[config.mk]
export PLATFORM = sky130hd
export DESIGN_NAME = ghost_step_driver_flat
export DESIGN_NICKNAME = d
export VERILOG_FILES = /design/src/rtl/ghost_step_driver_if.sv /design/src/rtl/ghost_step_driver.sv /design/src/flat_wrapper.sv
export SDC_FILE = /design/constraint.sdc
export NUM_CORES = 1
export LEC_CHECK = 0
export CORE_ASPECT_RATIO = 0.6
export CORE_UTILIZATION = 45
export CTS_CLUSTER_SIZE = 20
export DETAILED_ROUTE_END_ITERATION = 7
export HOLD_SLACK_MARGIN = 0.08
export PLACE_DENSITY = 0.85
export SYNTH_ARGS = -nofsm -noshare
export SYNTH_HDL_FRONTEND = slang
export SYNTH_SLANG_ARGS = --single-unit
export TNS_END_PERCENT = 10
[constraint.sdc]
create_clock -name sysclk -period 2.5 [get_ports sysclk]
set_input_delay 0.5 -clock sysclk [delete_from_list [all_inputs] [get_ports sysclk]]
set_output_delay 0.5 -clock sysclk [all_outputs]
set_load 0.02 [all_outputs]
[src/rtl/ghost_step_driver_if.sv]
// ghost_step_driver_if
//   Step handshake between a ghost step driver (master) and its ghost AI /
//   game-top environment (slave).
//
//   Handshake: move_tick, power_pellet and ghost_eaten are single-cycle
//   pulses with no back-pressure; the master absorbs them (a tick that
//   arrives while busy is queued one deep). The master presents
//   currentloc/currentfacing/mode/rotate and holds update high for the
//   whole DRIVE window. These four are stable from DRIVE entry until
//   capture. The slave must have nextloc/nextfacing valid by the capture
//   cycle, which is flagged by step_done.
//
//   Signals:
//     move_tick, power_pellet, ghost_eaten   slave -> master pulses
//     nextloc[15:0], nextfacing[15:0]        slave -> master AI result
//     currentloc[15:0], currentfacing[15:0]  master -> slave ghost state
//     mode[3:0], rotate                      master -> slave behaviour
//     update, busy, step_done                master -> slave step status
interface ghost_step_driver_if;
   logic        move_tick;
   logic        power_pellet;
   logic        ghost_eaten;
   logic [15:0] nextloc;
   logic [15:0] nextfacing;
   logic [15:0] currentloc;
   logic [15:0] currentfacing;
   logic [3:0]  mode;
   logic        rotate;
   logic        update;
   logic        busy;
   logic        step_done;

   modport master (
      input  move_tick, power_pellet, ghost_eaten, nextloc, nextfacing,
      output currentloc, currentfacing, mode, rotate, update, busy, step_done
   );

   modport slave (
      output move_tick, power_pellet, ghost_eaten, nextloc, nextfacing,
      input  currentloc, currentfacing, mode, rotate, update, busy, step_done
   );
endinterface

[src/rtl/ghost_step_driver.sv]
// ghost_step_driver
//   Requesting side of one ghost AI's step handshake. It owns the ghost's
//   location and facing and sequences IDLE -> DRIVE -> SETTLE -> CAPTURE per
//   step. It also runs the Scatter/Chase schedule, the Frightened timer and
//   the Eaten return-home logic.
//
//   Ports:
//     sysclk     clock, rising edge
//     reset      synchronous, active-high
//     bus        ghost_step_driver_if.master (handshake, see interface file)
//     dbg_state  current step FSM state (0 IDLE, 1 DRIVE, 2 SETTLE, 3 CAPTURE)
module ghost_step_driver #(
   parameter logic [15:0] START_LOC     = 16'h656A,
   parameter logic [15:0] START_FACING  = 16'hFF00,
   parameter int unsigned SCATTER_STEPS = 7,
   parameter int unsigned CHASE_STEPS   = 20,
   parameter int unsigned FRIGHT_STEPS  = 6,
   parameter int unsigned UPD_CYCLES    = 8,
   parameter int unsigned SETTLE_CYCLES = 2
) (
   input  logic                        sysclk,
   input  logic                        reset,
   ghost_step_driver_if.master         bus,
   output logic [1:0]                  dbg_state
);

   localparam logic [3:0] M_CHASE   = 4'b1000;
   localparam logic [3:0] M_SCATTER = 4'b0100;
   localparam logic [3:0] M_FRIGHT  = 4'b0010;
   localparam logic [3:0] M_EATEN   = 4'b0001;

   localparam logic [7:0] SCAT_N   = 8'(SCATTER_STEPS);
   localparam logic [7:0] CHASE_N  = 8'(CHASE_STEPS);
   localparam logic [7:0] FRIGHT_N = 8'(FRIGHT_STEPS);
   localparam logic [7:0] UPD_N    = 8'(UPD_CYCLES);
   localparam logic [7:0] SETTLE_N = 8'(SETTLE_CYCLES);

   typedef enum logic [1:0] {S_IDLE, S_DRIVE, S_SETTLE, S_CAPTURE} state_t;

   state_t      state_q, state_d;
   logic [7:0]  cyc_q;
   logic        pend_q;
   logic [15:0] loc_q, face_q;

   logic [3:0]  mode_q, mode_d;
   logic        rotate_q, rotate_d;
   logic [7:0]  step_cnt_q, step_cnt_d;
   logic [7:0]  fright_q, fright_d;
   logic        base_chase_q, base_chase_d;
   logic        pel_flag_q, pel_flag_d;
   logic        eat_flag_q, eat_flag_d;

   logic        start;
   assign start = bus.move_tick || pend_q;

   // ---------------- step FSM: state register ----------------
   always_ff @(posedge sysclk) begin
      if (reset) state_q <= S_IDLE;
      else       state_q <= state_d;
   end

   // ---------------- step FSM: next state ----------------
   always_comb begin
      state_d = state_q;
      case (state_q)
         S_IDLE:    if (start)       state_d = S_DRIVE;
         S_DRIVE:   if (cyc_q <= 8'd1) state_d = S_SETTLE;
         S_SETTLE:  if (cyc_q <= 8'd1) state_d = S_CAPTURE;
         S_CAPTURE:                  state_d = S_IDLE;
         default:                    state_d = S_IDLE;
      endcase
   end

   // ---------------- step FSM: outputs ----------------
   always_comb begin
      bus.update    = (state_q == S_DRIVE);
      bus.busy      = (state_q != S_IDLE);
      bus.step_done = (state_q == S_CAPTURE);
   end

   assign dbg_state = state_q;

   // Phase cycle counter and one-deep tick queue.
   always_ff @(posedge sysclk) begin
      if (reset) begin
         cyc_q  <= 8'd0;
         pend_q <= 1'b0;
      end else begin
         case (state_q)
            S_IDLE:   if (start) cyc_q <= UPD_N;
            S_DRIVE:  cyc_q <= (cyc_q <= 8'd1) ? SETTLE_N : cyc_q - 8'd1;
            S_SETTLE: cyc_q <= (cyc_q == 8'd0) ? 8'd0 : cyc_q - 8'd1;
            default:  cyc_q <= 8'd0;
         endcase
         // IDLE always consumes the queued tick as it starts the next step.
         if (state_q == S_IDLE)  pend_q <= 1'b0;
         else if (bus.move_tick) pend_q <= 1'b1;
      end
   end

   // Location/facing capture.
   always_ff @(posedge sysclk) begin
      if (reset) begin
         loc_q  <= START_LOC;
         face_q <= START_FACING;
      end else if (state_q == S_CAPTURE) begin
         loc_q  <= bus.nextloc;
         face_q <= bus.nextfacing;
      end
   end

   // ---------------- mode bookkeeping ----------------
   logic pel, eat, is_base, event_taken;
   logic [7:0] cnt_inc, cnt_lim, fright_dec;
   assign pel        = pel_flag_q || bus.power_pellet;
   assign eat        = eat_flag_q || bus.ghost_eaten;
   assign is_base    = (mode_q == M_SCATTER) || (mode_q == M_CHASE);
   assign cnt_inc    = (step_cnt_q == 8'hFF) ? 8'hFF : step_cnt_q + 8'd1;
   assign cnt_lim    = (mode_q == M_CHASE) ? CHASE_N : SCAT_N;
   assign fright_dec = (fright_q == 8'd0) ? 8'd0 : fright_q - 8'd1;

   always_comb begin
      mode_d       = mode_q;
      rotate_d     = rotate_q;
      step_cnt_d   = step_cnt_q;
      fright_d     = fright_q;
      base_chase_d = base_chase_q;
      pel_flag_d   = pel_flag_q;
      eat_flag_d   = eat_flag_q;
      event_taken  = 1'b0;

      if (state_q == S_DRIVE || state_q == S_SETTLE) begin
         // Mode is frozen mid-step; remember events for the capture.
         pel_flag_d = pel;
         eat_flag_d = eat;
      end else begin
         pel_flag_d = 1'b0;
         eat_flag_d = 1'b0;
         if (state_q == S_CAPTURE) rotate_d = 1'b0;

         // Eaten beats a simultaneous pellet; the pellet is discarded.
         if (mode_q == M_FRIGHT && eat) begin
            mode_d      = M_EATEN;
            event_taken = 1'b1;
         end else if (pel && is_base) begin
            base_chase_d = (mode_q == M_CHASE);
            mode_d       = M_FRIGHT;
            fright_d     = FRIGHT_N;
            rotate_d     = 1'b1;
            event_taken  = 1'b1;
         end else if (pel && mode_q == M_FRIGHT) begin
            fright_d    = FRIGHT_N;
            event_taken = 1'b1;
         end

         // A step that applied an event does not also advance the schedule.
         if (state_q == S_CAPTURE && !event_taken) begin
            if (is_base) begin
               if (cnt_inc >= cnt_lim) begin
                  mode_d     = (mode_q == M_CHASE) ? M_SCATTER : M_CHASE;
                  step_cnt_d = 8'd0;
                  rotate_d   = 1'b1;
               end else begin
                  step_cnt_d = cnt_inc;
               end
            end else if (mode_q == M_FRIGHT) begin
               fright_d = fright_dec;
               if (fright_dec == 8'd0)
                  mode_d = base_chase_q ? M_CHASE : M_SCATTER;
            end else if (mode_q == M_EATEN) begin
               if (bus.nextloc == START_LOC)
                  mode_d = base_chase_q ? M_CHASE : M_SCATTER;
            end
         end
      end
   end

   always_ff @(posedge sysclk) begin
      if (reset) begin
         mode_q       <= M_SCATTER;
         rotate_q     <= 1'b0;
         step_cnt_q   <= 8'd0;
         fright_q     <= 8'd0;
         base_chase_q <= 1'b0;
         pel_flag_q   <= 1'b0;
         eat_flag_q   <= 1'b0;
      end else begin
         mode_q       <= mode_d;
         rotate_q     <= rotate_d;
         step_cnt_q   <= step_cnt_d;
         fright_q     <= fright_d;
         base_chase_q <= base_chase_d;
         pel_flag_q   <= pel_flag_d;
         eat_flag_q   <= eat_flag_d;
      end
   end

   assign bus.currentloc    = loc_q;
   assign bus.currentfacing = face_q;
   assign bus.mode          = mode_q;
   assign bus.rotate        = rotate_q;

endmodule

[src/flat_wrapper.sv]
// flat-port wrapper written by rule: the top's interface ports become plain ports
module ghost_step_driver_flat 
#(
   parameter logic [15:0] START_LOC     = 16'h656A,
   parameter logic [15:0] START_FACING  = 16'hFF00,
   parameter int unsigned SCATTER_STEPS = 7,
   parameter int unsigned CHASE_STEPS   = 20,
   parameter int unsigned FRIGHT_STEPS  = 6,
   parameter int unsigned UPD_CYCLES    = 8,
   parameter int unsigned SETTLE_CYCLES = 2
)
  (sysclk, reset, dbg_state, bus_move_tick, bus_power_pellet, bus_ghost_eaten, bus_nextloc, bus_nextfacing, bus_currentloc, bus_currentfacing, bus_mode, bus_rotate, bus_update, bus_busy, bus_step_done);
  ghost_step_driver_if bus_i ();
  input  logic sysclk;
  input  logic reset;
  output logic [1:0] dbg_state;
  input wire logic [$bits(bus_i.move_tick)-1:0] bus_move_tick;
  input wire logic [$bits(bus_i.power_pellet)-1:0] bus_power_pellet;
  input wire logic [$bits(bus_i.ghost_eaten)-1:0] bus_ghost_eaten;
  input wire logic [$bits(bus_i.nextloc)-1:0] bus_nextloc;
  input wire logic [$bits(bus_i.nextfacing)-1:0] bus_nextfacing;
  output wire logic [$bits(bus_i.currentloc)-1:0] bus_currentloc;
  output wire logic [$bits(bus_i.currentfacing)-1:0] bus_currentfacing;
  output wire logic [$bits(bus_i.mode)-1:0] bus_mode;
  output wire logic [$bits(bus_i.rotate)-1:0] bus_rotate;
  output wire logic [$bits(bus_i.update)-1:0] bus_update;
  output wire logic [$bits(bus_i.busy)-1:0] bus_busy;
  output wire logic [$bits(bus_i.step_done)-1:0] bus_step_done;
  assign bus_i.move_tick = bus_move_tick;
  assign bus_i.power_pellet = bus_power_pellet;
  assign bus_i.ghost_eaten = bus_ghost_eaten;
  assign bus_i.nextloc = bus_nextloc;
  assign bus_i.nextfacing = bus_nextfacing;
  assign bus_currentloc = bus_i.currentloc;
  assign bus_currentfacing = bus_i.currentfacing;
  assign bus_mode = bus_i.mode;
  assign bus_rotate = bus_i.rotate;
  assign bus_update = bus_i.update;
  assign bus_busy = bus_i.busy;
  assign bus_step_done = bus_i.step_done;
  ghost_step_driver #(.START_LOC(START_LOC), .START_FACING(START_FACING), .SCATTER_STEPS(SCATTER_STEPS), .CHASE_STEPS(CHASE_STEPS), .FRIGHT_STEPS(FRIGHT_STEPS), .UPD_CYCLES(UPD_CYCLES), .SETTLE_CYCLES(SETTLE_CYCLES)) u_core (.sysclk(sysclk), .reset(reset), .bus(bus_i), .dbg_state(dbg_state));
endmodule
==> results of run 1 <==
registers in the layout (all words and copies together) (netlist names):
name	count
u_core.base_chase_q	1
u_core.bus.mode	4
u_core.bus.currentfacing	16
u_core.cyc_q	8
u_core.step_cnt_q	8
u_core.eat_flag_q	1
u_core.bus.currentloc	16
u_core.dbg_state	2
u_core.pend_q	1
u_core.fright_q	8
u_core.pel_flag_q	1
u_core.bus.rotate	1
power groups by stage:
stage / logic, uW / clock network, uW / registers [uW]
after floorplan: 1190 / 0 / 1450
after global placement: 1790 / 0 / 1370
after detailed placement: 1850 / 0 / 1380
after CTS: 1880 / 1610 / 1370
after global routing: 2080 / 1660 / 1390
final: 1910 / 1590 / 1370
through the flow:
step | util | instance area (um2) | total power, uW
6_report | 0.660 | 4840 | 4880
5_1_grt | 0.660 | 4840 | 5140
4_1_cts | 0.656 | 4800 | 4850
3_5_place_dp | 0.603 | 4420 | 3230
3_3_place_gp | 0.603 | 4420 | 3170
2_1_floorplan | - | 3450 | 2640
metal layers:
layer / global-route usage / vias to the layer above
met5: 0 / -
met3: 0.108 / 16
met4: 0.0895 / 0
li1: - / 1623
met1: 0.321 / 1564
met2: 0.364 / 147
timing repair:
item	in CTS	in global routing
gates resized for setup	1	4
buffers inserted	1	2
endpoints found under the setup margin	7	11
pin swaps	2	4
endpoints found under the hold margin	0	0
cell families (layout without fill, tap and decap cells):
group / after synthesis / after routing / share of synthesized area
flops: 67 / 67 / 0.391
fa+ha+maj: 14 / 14 / 0.0511
buf+inv: 38 / 133 / 0.0434
xor+xnor: 10 / 10 / 0.0256
mux: 19 / 19 / 0.0555
simple gates: 168 / 168 / 0.253
compound gates: 87 / 87 / 0.180
cell type report:
type / instances / area, um2 / share of cell area
clock buffers: 12 / 256 / 0.0530
clock inverters: 4 / 120 / 0.0248
inverters: 16 / 60.1 / 0.0124
multi-input cells: 298 / 1970 / 0.408
flip-flops and latches: 67 / 1340 / 0.278
well taps: 104 / 130 / 0.0269
repair buffers: 101 / 951 / 0.197
synth_stat cells (7+ instances only):
master	number
a211o_1	17
a21oi_1	11
and3_1	7
clkbuf_1	16
dfxtp_1	67
ha_1	14
inv_1	16
mux2i_1	19
nand2_1	18
nand3_1	7
nor2_1	60
nor2b_1	21
nor3_1	16
o21ai_0	13
xor2_1	7
worst reg2reg max path, delay by kind of cell (launching register included):
family,cells,cell delay (ps)
fa+ha+maj,2,320
buf+inv,1,220
compound gates,4,870
flops,1,350
simple gates,5,820
cells in the final DEF, fill, tap and decap left out, drive strengths merged, types with 3 or more instances in the layout:
cell type,count
xor2,7
bufinv,4
xnor2,3
clkbuf,12
a31oi,6
or2,3
o22ai,3
buf,24
inv,16
o21a,5
o21ai,15
clkdlybuf4s50,76
ha,14
and3,9
nor4,3
mux2i,19
nor3,16
nand3,7
a21o,3
and2,4
dfxtp,67
nor2,61
a211o,17
or3,3
o211ai,5
a21oi,11
nand3b,3
nand4,5
a22oi,6
nand2,18
or4,3
nand2b,4
nor2b,21
worst max-delay path by stage:
stage / startpoint / to / cells after the start
6_report: u_core.step_cnt_q[0] / u_core.bus.rotate / 12
5_1_grt: u_core.step_cnt_q[0] / u_core.bus.rotate / 12
4_1_cts: u_core.step_cnt_q[1] / u_core.bus.rotate / 12
3_5_place_dp: u_core.step_cnt_q[1] / u_core.bus.rotate / 12
3_3_place_gp: u_core.step_cnt_q[1] / u_core.bus.rotate / 12
2_1_floorplan: u_core.bus.mode[1] / u_core.bus.rotate / 11
==> flow_metrics.env, run 1 <==
export IMPL_worstSetupEndpointType="flip-flop"
export IMPL_dp_hpwl_mm=6.74
export IMPL_hold_violations=0
export IMPL_synth_distinct_cells=58
export IMPL_start_util=0.468
export IMPL_dr_total_vias=3350
export IMPL_grt_max_degree=49
export IMPL_hp_start="u_core.cyc_q[6]"
export IMPL_r2r_start="u_core.step_cnt_q[0]"
export IMPL_p_int_uw=3190
export IMPL_synth_area_um2=3430
export IMPL_slowest_stage="or4_4"
export IMPL_htreeDepth=3
export IMPL_ys_ff_latch=67
export IMPL_place_congestion=0.954
export IMPL_wl_per_cell_um=15.7
export IMPL_viasPerCell=5.56
export IMPL_maxSlewHeadroom=0.513
export IMPL_syn_inst=403
export IMPL_pwr_share_seq=0.281
export IMPL_pre_cts_ws_ps=-134
export IMPL_antenna_found_initial=0
export IMPL_skew_ps=4.32
export IMPL_drc_errors=0
export IMPL_die_y_um=69.6
export IMPL_dr_wl_met2_mm=4.10
export IMPL_postCtsHoldBufs=0
export IMPL_whs_path_depth=2
export IMPL_seq_area_frac_synth=0.391
export IMPL_grt_overflow_total=0
export IMPL_clock_path_buffers=2
export IMPL_swShare=0.345
export IMPL_die_w_um=115
export IMPL_netSwitchingPower_uw=1680
export IMPL_yosys_warnings=0
export IMPL_startpoint_type="flip-flop"
export IMPL_worst_slew_pin_slew_ps=728
export IMPL_grt_pass1_vias=3212
export IMPL_max_cap_viol_count=0
export IMPL_synth_main_ff_cell="dfxtp_1"
export IMPL_crit_chain="ha_4 > and3_4 > nand3b_1 > o21a_1 > ha_2 > or4_4 > a21o_1 > a222oi_1 > buf_4 > nor2_4 > a311oi_2 > nor2_1"
export IMPL_violations="negative setup slack"
export IMPL_hold_class="reg -> reg"
export IMPL_port_buffers=78
export IMPL_synth_top_area_cell="dfxtp_1"
export IMPL_synth_edf_count=0
export IMPL_async_reset_ff_frac=0
export IMPL_final_cells=602
export IMPL_firstDrtPassIters=6
export IMPL_leakage_uw=0.00189
export IMPL_required_ps=2710
export IMPL_rrSetupSlack_ps=-190
export IMPL_finalNetCount=544
export IMPL_worst_slack_ps=-194
export IMPL_fin_crit_ps=2690
export IMPL_syn2layout_area_growth_pct=41.1
export IMPL_route_met3_wl_um=883
export IMPL_r2r_end="u_core.bus.rotate"
export IMPL_grtUsageTotal=0.248
export IMPL_irDropWorstVdd_mv=0.658
export IMPL_grt_pass1_wl_mm=15.4
export IMPL_drive_above_1_share=0.114
export IMPL_setup_tns_final_ps=-916
export IMPL_max_clock_freq_mhz=371
export IMPL_cts_tree="built"
export IMPL_setup_viol=9
export IMPL_whs_ps=476
export IMPL_cts_buffers=9
export IMPL_yosysTopAreaCellShare=0.391
export IMPL_cts_root_buf="clkbuf_16"
export IMPL_clkTransAtPathRegs_ps=60
export IMPL_rr_worst_depth=12
export IMPL_synth_area_per_cell_um2=8.50
export IMPL_m1WireLength_mm=4.31
export IMPL_cellPowerDensity_nw_per_um2=1010
export IMPL_period_share=1.08
export IMPL_die_area_um2=7980
export IMPL_arrival_ps=2900
export IMPL_status="complete, but fails checks"
export IMPL_combPwrFrac=0.392
export IMPL_min_to="u_core.cyc_q[6]"
export IMPL_rsz0062_at_grt="yes"
export IMPL_core_area_um2=7330
export IMPL_slew_viol_final=0
export IMPL_totalWireLength_mm=9.43
export IMPL_slowest_delay_ps=410
export IMPL_crit_family="compound AO/OA/AOI/OAI gates"
export IMPL_synth_area_leaders="dfxtp_1 (39%), nor2_1 (6.6%), mux2i_1 (5.5%)"
export IMPL_cts_sinks=67
export IMPL_n_fill_cell=572
export IMPL_rows=24
export IMPL_io_pins=79
export IMPL_top_layer="met4"
export IMPL_worstSkewPairLatency_ps=330
export IMPL_crit_buf_inv=1
export IMPL_worst_setup_path_type="reg -> reg"
export IMPL_dp_cells=583
export IMPL_p_clk_frac=0.327
export IMPL_drt_iter0_markers=202
export IMPL_antenna_left=0
export IMPL_synthesis_nets=454
export IMPL_cp_max_fo=7
export IMPL_antennaDiodeCount=0
Power figures use the tool's default switching activity.
==> run 2, diff against run 1 <==
--- a/config.mk
+++ b/config.mk
@@ -10,6 +10,7 @@
 export CTS_CLUSTER_SIZE = 20
 export DETAILED_ROUTE_END_ITERATION = 7
 export HOLD_SLACK_MARGIN = 0.08
+export MAX_ROUTING_LAYER = met4
 export PLACE_DENSITY = 0.85
 export SYNTH_ARGS = -nofsm -noshare
 export SYNTH_HDL_FRONTEND = slang
==> flow_metrics.env, run 2 (synthesized netlist as in run 1, its figures left out) <==
export IMPL_status="complete, but fails checks"
export IMPL_violations="negative setup slack"
export IMPL_whs_path_depth=2
export IMPL_rows=24
export IMPL_final_common_cell="clkdlybuf4s50_1"
export IMPL_grt_max_degree=49
export IMPL_arrival_ps=2890
export IMPL_dp_cells=584
export IMPL_wl_per_cell_um=15.8
export IMPL_setup_viol=8
export IMPL_rrSetupSlack_ps=-170
export IMPL_rr_worst_depth=13
export IMPL_worstSkewPairLatency_ps=340
export IMPL_cts_tree="built"
export IMPL_r2r_start="u_core.step_cnt_q[1]"
export IMPL_viasPerCell=5.59
export IMPL_cellPowerDensity_nw_per_um2=975
export IMPL_final_cells=602
export IMPL_grt_pass1_wl_mm=15.3
export IMPL_worstSetupEndpointType="flip-flop"
export IMPL_cp_max_fo=5
export IMPL_leakage_uw=0.00184
export IMPL_max_clock_freq_mhz=374
export IMPL_syn2layout_area_growth_pct=39.2
export IMPL_die_area_um2=7980
export IMPL_fin_crit_ps=2670
export IMPL_irDropWorstVdd_mv=0.685
export IMPL_skew_ps=5.93
export IMPL_finalNetCount=544
export IMPL_final_cell_mix="clkdlybuf4s50_1 (77), dfxtp_1 (65), nor2_1 (60)"
export IMPL_period_share=1.07
export IMPL_htreeDepth=3
export IMPL_worst_slew_pin_slew_ps=675
export IMPL_hold_class="reg -> reg"
export IMPL_clkTransAtPathRegs_ps=60
export IMPL_slew_viol_final=0
export IMPL_r2r_end="u_core.bus.mode[3]"
export IMPL_worst_setup_path_type="reg -> reg"
export IMPL_die_y_um=69.6
export IMPL_cts_root_buf="clkbuf_16"
export IMPL_start_util=0.468
export IMPL_place_congestion=0.918
export IMPL_rsz0062_at_grt="yes"
export IMPL_postCtsHoldBufs=0
export IMPL_cts_buffers=9
export IMPL_drc_errors=0
export IMPL_min_to="u_core.cyc_q[6]"
export IMPL_firstDrtPassIters=5
export IMPL_grt_overflow_total=0
export IMPL_totalWireLength_mm=9.51
export IMPL_dp_hpwl_mm=6.69
export IMPL_max_cap_viol_count=0
export IMPL_antenna_found_initial=0
export IMPL_drive_above_1_share=0.116
export IMPL_dr_total_vias=3365
export IMPL_finalPower_uw=4650
export IMPL_hp_start="u_core.cyc_q[6]"
export IMPL_antenna_left=0
export IMPL_clock_path_buffers=2
export IMPL_hold_violations=0
export IMPL_die_w_um=115
export IMPL_maxSlewHeadroom=0.548
export IMPL_antennaDiodeCount=0
export IMPL_grt_pass1_vias=3145
export IMPL_grtUsageTotal=0.257
export IMPL_required_ps=2720
export IMPL_drt_iter0_markers=230
export IMPL_worst_slack_ps=-170
export IMPL_port_buffers=78
export IMPL_cts_sinks=67
export IMPL_core_area_um2=7330
export IMPL_startpoint_type="flip-flop"
export IMPL_io_pins=79
## run 2: worst max-delay path, stage by stage (launching register included)
cell and delay [ps]:
dfxtp_2 350, ha_4 140, and3_4 200, nand3b_1 80, o21a_1 150, ha_2 180
or4_1 400, a21o_1 160, a222oi_1 260, buf_4 200, buf_4 120, nand3_1 80
o211ai_1 140, o21ai_1 100
## run 2: worst max path at each step
stage                               startpoint                 end  cells past startpoint
after global routing      u_core.step_cnt_q[1]  u_core.bus.mode[3]                     13
after detailed placement  u_core.step_cnt_q[1]   u_core.bus.rotate                     12
final                     u_core.step_cnt_q[1]  u_core.bus.mode[3]                     13
after CTS                 u_core.step_cnt_q[1]   u_core.bus.rotate                     12
after global placement    u_core.step_cnt_q[1]   u_core.bus.rotate                     12
after floorplan             u_core.bus.mode[1]   u_core.bus.rotate                     11
## run 2: per-stage QoR
step	worst slack [ps]	utilization	hold slack [ps]	cell area (um2)	TNS, ps
floorplan	17.9	-	439	3450	0
global route	-268	0.651	497	4770	-1820
global placement	-69.7	0.604	452	4420	-74.2
detailed placement	-106	0.604	458	4420	-279
CTS	-122	0.651	477	4770	-528
finish	-170	0.651	475	4770	-726
## run 2: where the power goes
part           switching [uW]  internal (uW)  leakage, uW  total, uW
clock                     486            868     0.000147       1350
combinational            1090            837      0.00115       1930
sequential                138           1230     0.000545       1370
total                    1720           2940      0.00184       4650
## run 2: what timing repair did
item | in CTS | in global routing
gates resized for setup | 3 | 1
pin swaps | 2 | 1
setup buffers | 2 | 0
endpoints found under the hold margin | 0 | 0
endpoints found under the setup margin | 7 | 10
## run 2: per-layer routing
metal / vias up / part of all wire / track usage
li1: 1617 / - / -
met1: 1597 / 0.46 / 0.332
met2: 131 / 0.45 / 0.386
met3: 20 / 0.078 / 0.0743
met4: 0 / 0.015 / 0.0880
met5: - / 0 / -
## run 2: layout make-up
type,instances,area (um2)
flip-flops and latches,67,1340
clock inverters,7,92.6
well taps,104,130
multi-input cells,298,1970
fillers,598,2550
clock buffers,9,225
repair buffers,101,948
inverters,16,60.1
==> run 3, diff against run 2 <==
--- a/config.mk
+++ b/config.mk
@@ -6,12 +6,12 @@
 export NUM_CORES = 1
 export LEC_CHECK = 0
 export CORE_ASPECT_RATIO = 0.6
-export CORE_UTILIZATION = 45
+export CORE_UTILIZATION = 44
 export CTS_CLUSTER_SIZE = 20
 export DETAILED_ROUTE_END_ITERATION = 7
 export HOLD_SLACK_MARGIN = 0.08
 export MAX_ROUTING_LAYER = met4
-export PLACE_DENSITY = 0.85
+export PLACE_DENSITY = 0.83
 export SYNTH_ARGS = -nofsm -noshare
 export SYNTH_HDL_FRONTEND = slang
 export SYNTH_SLANG_ARGS = --single-unit
==> flow_metrics.env, run 3 (synthesized netlist as in run 1, its figures left out) <==
export IMPL_final_core_util=0.646
export IMPL_io_pins=79
export IMPL_final_common_cell="clkdlybuf4s50_1"
export IMPL_maxSlewHeadroom=0.489
export IMPL_clkTransAtPathRegs_ps=60
export IMPL_endpoint="u_core.bus.rotate"
export IMPL_slowest_stage="or4_4"
export IMPL_combPwrFrac=0.428
export IMPL_p_int_uw=2760
export IMPL_slowest_delay_ps=420
export IMPL_worst_slack_ps=-151
export IMPL_top_layer="met4"
export IMPL_firstDrtPassIters=4
export IMPL_required_ps=2710
export IMPL_slew_viol_final=0
export IMPL_clock_path_buffers=2
export IMPL_grt_pass1_vias=3107
export IMPL_fin_area_um2=4770
export IMPL_p_clk_frac=0.264
export IMPL_grt_overflow_total=0
export IMPL_dr_total_vias=3313
export IMPL_grtUsageTotal=0.244
export IMPL_cts_sinks=67
export IMPL_cts_root_buf="clkbuf_16"
export IMPL_cp_max_fo=7
export IMPL_rr_worst_depth=12
export IMPL_r2r_start="u_core.step_cnt_q[1]"
export IMPL_dr_wl_met2_mm=3.82
export IMPL_port_buffers=78
export IMPL_cts_buffers=9
export IMPL_netSwitchingPower_uw=1690
export IMPL_dpl_cell_area_um2=4450
export IMPL_swShare=0.380
export IMPL_arrival_ps=2860
export IMPL_setup_viol=10
export IMPL_fin_crit_ps=2650
export IMPL_worstSetupEndpointType="flip-flop"
export IMPL_worst_slew_pin_slew_ps=763
export IMPL_final_cell_mix="clkdlybuf4s50_1 (77), dfxtp_1 (65), nor2_1 (60)"
export IMPL_r2r_end="u_core.bus.rotate"
export IMPL_cellPowerDensity_nw_per_um2=933
export IMPL_drive_above_1_share=0.123
export IMPL_drt_iter0_markers=203
export IMPL_die_w_um=116
export IMPL_route_met3_wl_um=952
export IMPL_dp_hpwl_mm=6.76
export IMPL_period_share=1.06
export IMPL_die_y_um=70.4
export IMPL_cts_tree="built"
export IMPL_leakage_uw=0.00186
export IMPL_wl_per_cell_um=15.2
export IMPL_antenna_found_initial=0
export IMPL_die_area_um2=8160
export IMPL_irDropWorstVdd_mv=0.621
export IMPL_rrSetupSlack_ps=-150
export IMPL_pwr_share_seq=0.308
export IMPL_max_cap_viol_count=0
export IMPL_start_util=0.464
export IMPL_antennaDiodeCount=0
export IMPL_crit_chain="ha_4 > and3_4 > nand3b_1 > o21a_1 > ha_2 > or4_4 > a21o_1 > a222oi_1 > buf_4 > nor2_2 > a311oi_1 > nor2_1"
export IMPL_syn2layout_area_growth_pct=39.2
export IMPL_totalWireLength_mm=9.22
export IMPL_m1WireLength_mm=4.32
export IMPL_worstSkewPairLatency_ps=330
export IMPL_violations="negative setup slack"
export IMPL_core_area_um2=7390
export IMPL_startpoint="u_core.step_cnt_q[1]"
export IMPL_drc_errors=0
export IMPL_finalNetCount=549
export IMPL_rows=24
export IMPL_hold_class="reg -> reg"
export IMPL_viasPerCell=5.46
export IMPL_grt_max_degree=34
export IMPL_worst_setup_path_type="reg -> reg"
export IMPL_antenna_left=0
export IMPL_rsz0062_at_grt="yes"
export IMPL_status="complete, but fails checks"
export IMPL_max_clock_freq_mhz=377
export IMPL_skew_ps=7.97
export IMPL_hold_violations=0
export IMPL_grt_pass1_wl_mm=15.0
export IMPL_place_congestion=0.919
export IMPL_htreeDepth=3
export IMPL_startpoint_type="flip-flop"
run 3: cell types whose count changed in the layout (fill, tap and decap cells not counted), moves of 2 or more:
cell | before | now
clkinv_4 | 0 | 3
clkinvlp_4 | 3 | 1
bufinv_16 | 2 | 0
buf_4 | 23 | 28
run 3: how the worst min path moves through the flow:
| stage | startpoint | endpoint | slack (ps) | cells past startpoint |
|---|---|---|---|---|
| 6_report | u_core.cyc_q[6] | u_core.cyc_q[6] | 480 | 2 |
| 4_1_cts | u_core.cyc_q[6] | u_core.cyc_q[6] | 470 | 2 |
| 2_1_floorplan | u_core.cyc_q[6] | u_core.cyc_q[6] | 440 | 2 |
| 3_3_place_gp | u_core.cyc_q[6] | u_core.cyc_q[6] | 450 | 2 |
| 5_1_grt | u_core.cyc_q[6] | u_core.cyc_q[6] | 520 | 2 |
| 3_5_place_dp | u_core.cyc_q[6] | u_core.cyc_q[6] | 470 | 2 |
run 3: metal layers:
| layer | vias to the layer above | GRT usage |
|---|---|---|
| met2 | 146 | 0.335 |
| li1 | 1624 | - |
| met3 | 14 | 0.0807 |
| met5 | - | - |
| met1 | 1529 | 0.333 |
| met4 | 0 | 0.0812 |
run 3: power by group through the flow:
stage / combinational [uW] / clock, uW / sequential [uW]
floorplan: 1190 / 0 / 1450
global placement: 1810 / 0 / 1380
detailed placement: 1860 / 0 / 1390
CTS: 1880 / 1190 / 1370
global route: 2080 / 1250 / 1390
finish: 1900 / 1180 / 1370
run 3: critical path: cells and delay by family (launching register included):
family,cells,cell delay [ps]
flops,1,350
fa+ha+maj,2,320
simple gates,5,800
compound gates,4,840
buf+inv,1,210
run 3: area by class of cell:
type,count,area (um2)
repair buffers,106,986
fillers,608,2620
clock inverters,5,38.8
flip-flops and latches,67,1340
multi-input cells,298,1970
inverters,16,60.1
well taps,104,130
clock buffers,11,243
run 3: through the flow:
stage	power, uW	std cells	hold WS (ps)	setup TNS [ps]	worst slack, ps
floorplan	2640	403	439	0	17.9
global placement	3180	587	451	-21.2	-21.2
detailed placement	3250	587	468	-746	-141
CTS	4430	606	475	-637	-144
global route	4730	607	515	-1890	-243
finish	4450	607	476	-660	-151
run 3: timing repair:
| action | in CTS | in global routing |
|---|---|---|
| hold buffers | 0 | 0 |
| setup buffers | 3 | 1 |
| endpoints found under the hold margin | 0 | 0 |
| endpoints found under the setup margin | 10 | 10 |
| pin swaps | 4 | 3 |
| gates resized for setup | 2 | 1 |
